**config.mk**
```make
export PLATFORM = sky130hd
export DESIGN_NAME = demux_1to16_1bit_collect
export DESIGN_NICKNAME = d
export VERILOG_FILES = /design/src/rtl/demux_1to16_1bit_collect_pkg.sv /design/src/rtl/demux_1to16_1bit_collect_dec_4to16.sv /design/src/rtl/demux_1to16_1bit_collect.sv
export SDC_FILE = /design/constraint.sdc
export NUM_CORES = 1
export LEC_CHECK = 0
export CORE_MARGIN = 4
export CORE_UTILIZATION = 48
export CTS_CLUSTER_SIZE = 8
export DETAILED_ROUTE_END_ITERATION = 10
export PLACE_DENSITY = 0.78
export REMOVE_ABC_BUFFERS = 1
export SYNTH_ARGS = -nofsm -noshare
export SYNTH_HDL_FRONTEND = slang
export SYNTH_SLANG_ARGS = --single-unit
```
**constraint.sdc**
```tcl
create_clock -name i_clk -period 2 [get_ports i_clk]
set_input_delay 0.5 -clock i_clk [delete_from_list [all_inputs] [get_ports i_clk]]
set_output_delay 0.5 -clock i_clk [all_outputs]
set_load 0.005 [all_outputs]
```
**src/rtl/demux_1to16_1bit_collect_pkg.sv**
```systemverilog
// Purpose : shared types and constants for the 1-to-16 bit collector.
// Latency : n/a (declarations only).
// Backpr. : n/a.
package demux_pkg;

  localparam int LANES = 16;
  localparam int SEL_W = 4;

  localparam logic [LANES-1:0] MASK_FULL = 16'hFFFF;

  // COLLECT: accepting bits into the holding word.
  // HOLD   : word presented downstream, waiting for a pop.
  typedef enum logic [0:0] {
    COLLECT = 1'b0,
    HOLD    = 1'b1
  } state_t;

endpackage

```
**src/rtl/demux_1to16_1bit_collect_dec_4to16.sv**
```systemverilog
// Purpose : combinational 4-to-16 one-hot decoder with enable.
// Latency : 0 cycles (pure combinational).
// Backpr. : none; all-zero output whenever i_en is low.
// Ports   : i_sel  - lane index 0..15
//           i_en   - decode enable; when low i_sel is ignored
//           o_onehot - one-hot lane enables (zero when disabled)
module dec_4to16
  import demux_pkg::*;
(
  input  logic [SEL_W-1:0] i_sel,
  input  logic             i_en,
  output logic [LANES-1:0] o_onehot
);

  // Gating on i_en first keeps an undriven i_sel from reaching the output.
  always_comb begin
    o_onehot = '0;
    if (i_en) begin
      o_onehot[i_sel] = 1'b1;
    end
  end

endmodule

```
**src/rtl/demux_1to16_1bit_collect.sv**
```systemverilog
// Purpose : steer tagged single bits into a 16-bit word, emit when full or flushed.
// Latency : o_valid one cycle after the filling write or the flush.
// Backpr. : o_ready low while a word is held; held until downstream i_ready pops it.
// Ports   : i_clk, i_rst_n (async, active-low)
//           upstream   : i_valid, i_bit, i_sel, i_flush -> o_ready
//           downstream : o_valid, o_word, o_mask <- i_ready
//           o_dup      : one-cycle pulse after a write to an already-written lane
module demux_1to16_1bit_collect
  import demux_pkg::*;
#(
  parameter bit               FLUSH_EMPTY_EN = 1'b0,
  parameter logic [LANES-1:0] RST_WORD       = 16'h0000
) (
  input  logic             i_clk,
  input  logic             i_rst_n,
  input  logic             i_valid,
  input  logic             i_bit,
  input  logic [SEL_W-1:0] i_sel,
  output logic             o_ready,
  input  logic             i_flush,
  output logic             o_valid,
  input  logic             i_ready,
  output logic [LANES-1:0] o_word,
  output logic [LANES-1:0] o_mask,
  output logic             o_dup
);

  state_t           state_q;
  state_t           state_d;
  logic             accept;
  logic             pop;
  logic [LANES-1:0] lane_we;
  logic [LANES-1:0] word_d;
  logic [LANES-1:0] mask_d;
  logic             dup_hit;

  assign accept = i_valid & o_ready;
  assign pop    = o_valid & i_ready;

  dec_4to16 u_dec (
    .i_sel    (i_sel),
    .i_en     (accept),
    .o_onehot (lane_we)
  );

  // Only the addressed lane takes the new bit; the rest hold.
  assign word_d  = (o_word & ~lane_we) | ({LANES{i_bit}} & lane_we);
  assign mask_d  = o_mask | lane_we;
  assign dup_hit = |(lane_we & o_mask);

  // State register.
  always_ff @(posedge i_clk or negedge i_rst_n) begin
    if (!i_rst_n) begin
      state_q <= COLLECT;
    end else begin
      state_q <= state_d;
    end
  end

  // Next state. The flush decision looks at mask_d so a bit accepted in
  // the flush cycle counts toward "something was written".
  always_comb begin
    state_d = state_q;
    case (state_q)
      COLLECT: begin
        if ((mask_d == MASK_FULL) ||
            (i_flush && ((mask_d != '0) || FLUSH_EMPTY_EN))) begin
          state_d = HOLD;
        end
      end
      HOLD: begin
        if (i_ready) begin
          state_d = COLLECT;
        end
      end
      default: state_d = COLLECT;
    endcase
  end

  // Output decode: ready is the only combinational output.
  always_comb begin
    o_ready = (state_q == COLLECT);
  end

  // Holding registers and registered outputs.
  always_ff @(posedge i_clk or negedge i_rst_n) begin
    if (!i_rst_n) begin
      o_word  <= RST_WORD;
      o_mask  <= '0;
      o_valid <= 1'b0;
      o_dup   <= 1'b0;
    end else begin
      o_valid <= (state_d == HOLD);
      o_dup   <= dup_hit;
      if (pop) begin
        o_word <= RST_WORD;
        o_mask <= '0;
      end else if (accept) begin
        o_word <= word_d;
        o_mask <= mask_d;
      end
    end
  end

endmodule

```
==> reports/qor.csv <==
stage,metric,value,unit
synth,Post-synth EDFFs,0,
global_route,first-pass GRT wire length,8.059,mm
critical_path,highest cell delay on the worst timing path,520,ps
global_route,GRT overflow,0,
synth,top cell type's share of synthesized area,0.4799,
synth,number of synthesis warnings,0,
floorplanning,chip width,68.78,µm
cells_and_area,fillers,272,
critical_path,"Data arrival, critical path",2110,ps
sta,Hold Slack,508.8,ps
cts,CTS Sinks,34,
route,DRT antenna net count,0,
sta,"Setup violations, final",0,
cts,TritonCTS clock tree,done,
power,worst vdd ir,0.0005798,V
route,DRC viols,0,
cells_and_area,Final Non-Filler Cells,323,
cts,hold buffer count at CTS,0,
cells_and_area,final layout net count,288,
critical_path,"Slowest-stage cell, CP",clkdlybuf4s50_1,
cells_and_area,Final Util,0.7579,
floorplanning,I/O pin cnt,45,
critical_path,CP endpoint kind,register,
synth,cell taking the most area after synthesis,dfrtp_1,
cts,H-tree levels,2,
critical_path,"Req. time, crit path",2160,ps
critical_path,worst-path fanout max,5,
sta,"Slew Viols, Final",0,
cts,Clock Tree Buf Depth,2,
cts,clock slew at reported path FFs,60,ps
global_route,largest net degree at the start of global routing,35,
sta,post-route setup slack,47.87,ps
synth,synthesized instance count,199,
critical_path,CP Cell Sequence,clkdlybuf4s50_1 > and2_4 > a22oi_1 > o22ai_1 > a211o_1 > a211o_1,
global_route,initial antenna violation count,0,
synth,largest cells by area after synthesis,"dfrtp_1 (48%), nand2_1 (6.6%), nor2_1 (5.5%)",
synth,Syn Area/Cell,8.909,µm²
min_path,Hold Crit Start,o_word[2]$_DFFE_PN0P_,
place,HPWL Detailed,3.703,mm
place,final RePlAce weighted congestion,0.9464,
critical_path,kind of critical path,in2reg,
min_path,hold crit path type,reg2reg,
critical_path,crit path from,i_sel[2],
cells_and_area,proportion of layout cells with a drive suffix above 1,0.2022,
sta,fmax,512.3,MHz
synth,Netlist cell types,40,
synth,Seq cells post-synth,34,
route,Via density,5.539,
floorplanning,Die Ht,68.78,µm
run,max cap viols,0,
floorplanning,Core Area,0.003442,mm²
floorplanning,DIE AREA,0.004730,mm²
synth,"FFs w/ async S/R, synth",1.000,
sta,Setup TNS,0,ps
route,drt initial violations,194,
place,placed cells,313,
sta,fin crit share,0.9761,
synth,post-synthesis sequential area ratio,0.4799,
critical_path,most frequent CP cell,a211o_1,
cts,Num CTS Buffers,5,
route,drt pass-1 iters,5,
place,Place WS,-338.4,ps
route,routed via count,1789,
critical_path,Worst setup SP type,input pin,
sta,clock skew,3.021,ps
cts,Root Driver,clkbuf_8,
floorplanning,row count,21,
cells_and_area,Area growth syn-to-layout,47.14,%
synth,dominant synthesized flop cell,dfrtp_1,
floorplanning,Starting Density,0.5151,
sta,post-layout min period,1952,ps
sta,Least-Margin Pin Slew,431.5,ps
power,Leakage,1.182,nW
status,status,completed,
critical_path,FF-to-FF Start,o_valid$_DFF_PN0_,
cts,clock latency on the worst-skew pair,280,ps
power,PwrDens,761.8,mW/mm²
route,Total Routed Length,5.077,mm
cells_and_area,count of antenna diodes in the layout,0,
synth,Mapped Area,0.001773,mm²
sta,number of hold violations in the final report,0,
global_route,vias in the first global route,1685,
route,drt wl/cell,15.72,µm
sta,RSZ-0062 raised after global routing,false,
place,I/O Buffers,44,
global_route,total track usage,0.2311,
sta,Slew headroom,0.7123,
==> power breakdown <==
group	switching, mW	leakage, nW	internal, mW
Combinational	0.309	0.671	0.358
Clock	0.224	0.0431	0.265
Sequential	0.0722	0.468	0.759
Total	0.605	1.18	1.38
==> layout make-up <==
cell class	count	area [µm²]	share of cell area
Tap cell	46	57.56	0.02206
Timing Repair Buffer	86	763.2	0.2926
Multi-Input combinational cell	148	843.3	0.3233
Sequential cell	34	850.8	0.3261
Clock buffer	6	82.58	0.03165
Inverter	3	11.26	0.004317
==> metal layers <==
layer | GRT usage | vias to the layer above | wire [µm]
met1 | 0.3268 | 842 | 2186
li1 | - | 863 | -
met3 | 0.05024 | 5 | 450
met4 | 0.05839 | 0 | 36
met5 | 0 | - | 0
met2 | 0.3600 | 79 | 2404
==> metrics by stage <==
step | instance area (µm²) | total power, mW
2_1_floorplan | 1694 | 1.071
3_3_place_gp | 2477 | 1.475
3_5_place_dp | 2477 | 1.481
4_1_cts | 2575 | 1.972
5_1_grt | 2609 | 2.090
6_report | 2609 | 1.987
==> sequential cells by signal (all words and copies together) (netlist names) <==
| register | flops |
|---|---|
| o_dup | 1 |
| o_mask | 16 |
| o_word | 16 |
| o_valid | 1 |
==> synth_stat cells, types with 2 or more instances <==
master,n
a31oi_1,2
a21oi_1,17
a22oi_1,4
nand2_1,31
nor2_1,26
a21o_1,2
mux2i_1,4
o21ai_0,6
nor2b_1,2
nand4_1,3
nand3_1,14
a211o_1,2
nor3b_1,3
nand2b_1,2
and2_1,4
dfrtp_1,34
nor4_1,3
clkbuf_1,5
o22ai_1,4
a22o_1,3
inv_1,3
buf_6,2
buf_2,6
==> cells by family after synthesis <==
logic type	after synthesis	synth area share
buf+inv	17	0.05081
compound gates	46	0.1630
mux	4	0.02258
simple gates	98	0.2837
flops	34	0.4799
==> worst paths after layout <==
check | end | slack [ps] | depth (start not counted)
max reg2reg | o_valid$_DFF_PN0_ | 320 | 7
min in group asynchronous | o_word[7]$_DFFE_PN0P_ | 640 | 2
min reg2reg | o_word[2]$_DFFE_PN0P_ | 510 | 2
min | o_word[2]$_DFFE_PN0P_ | 510 | 2
max | o_dup$_DFF_PN0_ | 50 | 6
max in group asynchronous | o_mask[4]$_DFFE_PN0P_ | 1060 | 2
==> cells in the final DEF (no fill, tap or decap), types with 4 or more instances in the layout <==
cell             instances
a22oi_1                  4
o22ai_1                  4
o21ai_0                  6
dfrtp_1                 34
nand2_1                 31
nor2_1                  25
clkbuf_8                 6
a21oi_1                 17
buf_4                   42
nand3_1                 14
clkdlybuf4s50_1         41
mux2i_1                  4
==> critical path, delay by kind of cell <==
kind                   cells  cell delay, ps
AO/OA/AOI/OAI              4             880
buffers and inverters      1             520
AND/OR/NAND/NOR            1             210
==> repair_timing <==
item / in CTS / in global routing
resized for setup: 0 / 6
endpoints found under the setup margin: 1 / 5
buffers inserted: 2 / 2
cloned: 0 / 0
pin swaps: 2 / 2
(Power assumes the default switching activity.)
